**src/rtl/i2s_pkg.sv**
```systemverilog
// ============================================================================
// Module   : i2s_pkg
// Purpose  : Shared frame geometry and channel encoding for the I2S transmitter.
// Revision : 1.0 - initial release
// ============================================================================
`default_nettype none

package i2s_pkg;

  localparam int SAMPLE_W   = 24;
  localparam int SLOT_BITS  = 32;
  localparam int FRAME_BITS = 64;
  localparam int MSB_POS    = 1;
  localparam int LSB_POS    = 24;

  localparam int CNT_W = $clog2(FRAME_BITS);
  localparam int POS_W = $clog2(SLOT_BITS);

  typedef enum logic {
    CH_LEFT  = 1'b0,
    CH_RIGHT = 1'b1
  } channel_e;

endpackage

`default_nettype wire

```
**src/rtl/i2s_clk_gen.sv**
```systemverilog
// ============================================================================
// Module   : i2s_clk_gen
// Purpose  : Divides clk into the I2S bit clock and tracks the 64-bit frame.
// Revision : 1.0 - initial release
// ============================================================================
`default_nettype none

module i2s_clk_gen
  import i2s_pkg::*;
#(
  parameter int CLK_DIV = 4
) (
  input  logic             clk,
  input  logic             rst,
  output logic             o_sclk,
  output logic             o_sclk_fall,
  output logic             o_frame_start,
  output logic [CNT_W-1:0] o_bit_cnt_next
);

  localparam int               DIV_W      = (CLK_DIV > 1) ? $clog2(CLK_DIV) : 1;
  localparam logic [DIV_W-1:0] C_DIV_LAST = DIV_W'(CLK_DIV - 1);

  logic [DIV_W-1:0] r_div_cnt;
  logic             r_sclk;
  logic [CNT_W-1:0] r_bit_cnt;
  logic             w_div_wrap;
  logic             w_sclk_fall;

  assign w_div_wrap  = (r_div_cnt == C_DIV_LAST);
  assign w_sclk_fall = w_div_wrap & r_sclk;

  // bit_cnt resets to the last slot so the first falling event opens a frame
  always_ff @(posedge clk) begin
    if (rst) begin
      r_div_cnt <= '0;
      r_sclk    <= 1'b0;
      r_bit_cnt <= '1;
    end else begin
      if (w_div_wrap) begin
        r_div_cnt <= '0;
        r_sclk    <= ~r_sclk;
      end else begin
        r_div_cnt <= r_div_cnt + 1'b1;
      end
      if (w_sclk_fall) begin
        r_bit_cnt <= r_bit_cnt + 1'b1;
      end
    end
  end

  assign o_sclk         = r_sclk;
  assign o_sclk_fall    = w_sclk_fall;
  assign o_frame_start  = w_sclk_fall & (r_bit_cnt == '1);
  assign o_bit_cnt_next = r_bit_cnt + 1'b1;

endmodule

`default_nettype wire

```
**src/rtl/i2s_transmitter.sv**
```systemverilog
// ============================================================================
// Module   : i2s_transmitter
// Purpose  : I2S master serializing 24-bit stereo samples, MSB one Sclk after Lrck.
// Revision : 1.0 - initial release
// ============================================================================
`default_nettype none

module i2s_transmitter
  import i2s_pkg::*;
#(
  parameter int CLK_DIV = 4
) (
  input  logic                Clk,
  input  logic                Reset,
  input  logic                Enable,
  input  logic [SAMPLE_W-1:0] L_In,
  input  logic [SAMPLE_W-1:0] R_In,
  output logic                Sclk,
  output logic                Lrck,
  output logic                Sdata,
  output logic                Sample_Req
);

  logic                w_sclk_fall;
  logic                w_frame_start;
  logic [CNT_W-1:0]    w_bit_cnt_next;
  logic [POS_W-1:0]    w_pos;
  channel_e            w_chan;
  logic                w_in_word;
  logic                w_sdata_next;

  logic [SAMPLE_W-1:0] r_left_sr;
  logic [SAMPLE_W-1:0] r_right_sr;
  logic                r_en_frame;
  logic                r_lrck;
  logic                r_sdata;
  logic                r_sample_req;

  i2s_clk_gen #(
    .CLK_DIV (CLK_DIV)
  ) u_clk_gen (
    .clk            (Clk),
    .rst            (Reset),
    .o_sclk         (Sclk),
    .o_sclk_fall    (w_sclk_fall),
    .o_frame_start  (w_frame_start),
    .o_bit_cnt_next (w_bit_cnt_next)
  );

  // Everything below is decided for the slot position being entered
  assign w_pos     = w_bit_cnt_next[POS_W-1:0];
  assign w_chan    = channel_e'(w_bit_cnt_next[CNT_W-1]);
  assign w_in_word = (w_pos >= POS_W'(MSB_POS)) && (w_pos <= POS_W'(LSB_POS));

  assign w_sdata_next = w_in_word & r_en_frame &
                        ((w_chan == CH_LEFT) ? r_left_sr[SAMPLE_W-1] : r_right_sr[SAMPLE_W-1]);

  always_ff @(posedge Clk) begin
    if (Reset) begin
      r_left_sr    <= '0;
      r_right_sr   <= '0;
      r_en_frame   <= 1'b0;
      r_lrck       <= 1'b1;
      r_sdata      <= 1'b0;
      r_sample_req <= 1'b0;
    end else begin
      r_sample_req <= w_frame_start;
      if (w_frame_start) begin
        r_left_sr  <= L_In;
        r_right_sr <= R_In;
        r_en_frame <= Enable;
      end else if (w_sclk_fall && w_in_word) begin
        if (w_chan == CH_LEFT) begin
          r_left_sr <= r_left_sr << 1;
        end else begin
          r_right_sr <= r_right_sr << 1;
        end
      end
      if (w_sclk_fall) begin
        r_lrck  <= (w_chan == CH_RIGHT);
        r_sdata <= w_sdata_next;
      end
    end
  end

  assign Lrck       = r_lrck;
  assign Sdata      = r_sdata;
  assign Sample_Req = r_sample_req;

endmodule

`default_nettype wire

```
**config.mk**
```make
export PLATFORM = sky130hd
export DESIGN_NAME = i2s_transmitter
export DESIGN_NICKNAME = d
export VERILOG_FILES = /design/src/rtl/i2s_pkg.sv /design/src/rtl/i2s_clk_gen.sv /design/src/rtl/i2s_transmitter.sv
export SDC_FILE = /design/constraint.sdc
export NUM_CORES = 1
export LEC_CHECK = 0
export ABC_AREA = 0
export BUFFER_PORTS_ARGS = -buffer_cell sky130_fd_sc_hd__clkbuf_2
export CAP_MARGIN = 0
export CORE_MARGIN = 5
export CORE_UTILIZATION = 51
export CTS_BUF_LIST = sky130_fd_sc_hd__clkbuf_8
export DETAILED_ROUTE_END_ITERATION = 10
export PLACE_DENSITY = 0.77
export SYNTH_ARGS = -nofsm -noshare
export SYNTH_HDL_FRONTEND = slang
export SYNTH_SLANG_ARGS = --single-unit
```
**constraint.sdc**
```tcl
create_clock -name Clk -period 1.75 [get_ports Clk]
set_clock_uncertainty 0.05 [all_clocks]
set_input_delay 0.2625 -clock Clk [delete_from_list [all_inputs] [get_ports Clk]]
set_output_delay 0.2625 -clock Clk [all_outputs]
set_load 0.1 [all_outputs]
```
==> results.toml <==
[worst_setup_path]
crit_chain = "ha_2 > and3_4 > and4_4 > buf_12 > nand2_1 > a311oi_1"
required_ns = 1.93
critPathSlowestCell = "dfxtp_1"
end_kind = "register"
start_kind = "register"
path_buf_inv = 1
crit_family = "simple AND/OR/NAND/NOR gates"
crit_type = "reg2reg"
cp.arrival_ns = 1.92
critPathMaxStageDelay_ns = 0.34
path_max_fanout = 13

[global_routing]
grt_antenna_before_repair = 0
overflow = 0
first_global_vias = 2221
grt.total_usage = 0.1695
grt_start_max_net_pins = 38
grt_first_pass_wirelength_um = 9660

[die]
rows = 26
die_area_um2 = 6983
fp.coreArea_um2 = 5172
die_w_um = 83.57
ios = 55
die_h_um = 83.57
initial_core_util = 0.5336

[routing]
ant_nets = 0
drt_iter0_markers = 173
highest_layer = "met4"
wl_met3_um = 355
drtPass1Iterations = 4
drc = 0
dr_wl_met2_um = 2862
avgRoutedWirePerCell_um = 14.17
vias = 2355
via_per_inst = 5.464
wl_met1_um = 2777
routed_wirelength_um = 6107

[clock_tree]
hold_buffers = 0
htree_levels = 3
root_buffer = "clkbuf_8"
cts_buffer_depth = 2
cts_buffers = 9
path_clk_slew_ns = 0.07
cts_tree = "yes"
clk_latency_ns = 0.34
cts.sinks = 60

[place]
portBuffers = 54
place_congestion = 0.8234
dp_hpwl_um = 3780

[status]
outcome = "completed"

[timing]
min_period_over_period = 0.9942
maxSlewHeadroom = 0.6379
finalSetupViolCount = 0
drv_slew = 0
max_freq_ghz = 0.5747
setup-tns-final_ns = 0
finalHoldViolCount = 0
worst_pin_slew_ns = 0.5454
period_needed_ns = 1.740

[logic_synthesis]
synth-seq-cells = 60
yosys_warnings = 0
synth_area_um2 = 2760
yosysSeqAreaShare = 0.4352
synth_ff_type = "dfxtp_1"
post_synth.cell_area_avg_um2 = 9.140
syn-num-nets = 355
syn_inst = 302
ys_async_sr_fraction = 0
ys_types = 34
synth_edf_count = 0

[cells_and_area]
drive_gt1_frac = 0.3435
layout_common_cells = "dfxtp_1 (56), clkbuf_2 (54), nand2_1 (53)"
area_growth_pct = 27.43
fin_util = 0.6800
nets = 409
antenna-diode-count = 0
final_common_cell = "dfxtp_1"

[hold_path]
hold_path.class = "in2reg"

[power_and_ir_drop]
p_leak_nw = 1.227
ir_drop_uv = 587.1
power.density_nw_per_um2 = 806.5
power_mw = 2.836

[flow_run]
cap_violations = 0
==> cell usage after synthesis, types with 3 or more instances <==
cell	instances	area share
dfxtp_1	60	0.44
nand2_1	53	0.072
nor2_1	48	0.065
a311oi_1	23	0.073
mux2i_1	23	0.083
a211oi_2	19	0.086
buf_2	10	0.018
clkbuf_1	10	0.014
nand2b_1	6	0.014
buf_6	5	0.020
a211oi_1	4	0.011
a21oi_1	4	0.0073
nand3b_1	4	0.011
xnor2_1	4	0.013
nand3_1	3	0.0054
==> state kept, by name, indices dropped and copies added (netlist names) <==
name,flops
Lrck,1
Sample_Req,1
Sdata,1
r_en_frame,1
r_left_sr,24
r_right_sr,24
u_clk_gen.o_sclk,1
u_clk_gen.r_bit_cnt,5
u_clk_gen.r_div_cnt,2
==> worst reg2reg max path, delay by kind of cell, from the launching register on <==
family	cells	cell delay, ns
AO/OA/AOI/OAI	1	0.31
adder cells (fa/ha/maj)	1	0.21
buffers and inverters	1	0.15
flip-flops	1	0.34
AND/OR/NAND/NOR	3	0.58
==> final cells by class <==
cell class	instances	area [um2]
fill	397	1655
sequential	60	1211
timing repair buffer	72	550.5
tap	70	87.58
multi-input combinational	212	1463
inverter	1	3.754
clock buffer	11	151.4
clock inverter	5	50.05
==> power breakdown <==
group | internal, mW | leakage (nW) | total, mW | switching (mW)
clock network | 0.725 | 0.109 | 1.26 | 0.539
registers | 1.38 | 0.485 | 1.40 | 0.0158
logic | 0.0819 | 0.632 | 0.173 | 0.0911
total | 2.19 | 1.23 | 2.84 | 0.646
==> through the flow <==
step	hold slack, ns	cell area, um2	cells	setup slack, ns
6_report	0.1046	3517	431	0.01008
5_1_grt	0.09284	3517	431	-0.04263
4_1_cts	0.08912	3353	425	0.008142
3_5_place_dp	0.3758	3144	409	-0.07191
3_3_place_gp	0.3601	3144	409	0.06536
2_1_floorplan	0.3485	2770	302	0.02157
==> cell families (layout without fill, tap and decap cells) <==
| kind of cell | count (synthesis) | after routing | synth area share |
|---|---|---|---|
| compound gates | 53 | 53 | 0.1854 |
| xor+xnor | 6 | 6 | 0.01904 |
| fa+ha+maj | 2 | 2 | 0.009065 |
| buf+inv | 30 | 89 | 0.06165 |
| flops | 60 | 60 | 0.4352 |
| mux | 23 | 23 | 0.08341 |
| simple gates | 128 | 128 | 0.2063 |
==> metal layers <==
layer | global-route usage | up-vias
met2 | 0.2769 | 80
met1 | 0.1990 | 1094
met3 | 0.05035 | 10
li1 | - | 1171
met5 | 0 | -
met4 | 0.09064 | 0
==> repair_timing <==
| action | in CTS | in global routing |
|---|---|---|
| gates resized for setup | 3 | 12 |
| cloned | 0 | 4 |
| endpoints found under the hold margin | 0 | 0 |
| setup buffers | 0 | 2 |
| setup endpoints to repair | 23 | 24 |
| pin swaps | 0 | 4 |
==> path summary, 6_finish.rpt <==
kind                                 end                   start  slack, ns  depth (start not counted)
hold / removal              r_left_sr[0]                 L_In[0]       0.10                          3
setup reg to reg           r_right_sr[2]  u_clk_gen.r_bit_cnt[0]       0.01                          6
hold reg to reg   u_clk_gen.r_div_cnt[0]  u_clk_gen.r_div_cnt[0]       0.39                          1
setup / recovery           r_right_sr[2]  u_clk_gen.r_bit_cnt[0]       0.01                          6
Note: power is estimated with default switching activity, not from simulation.
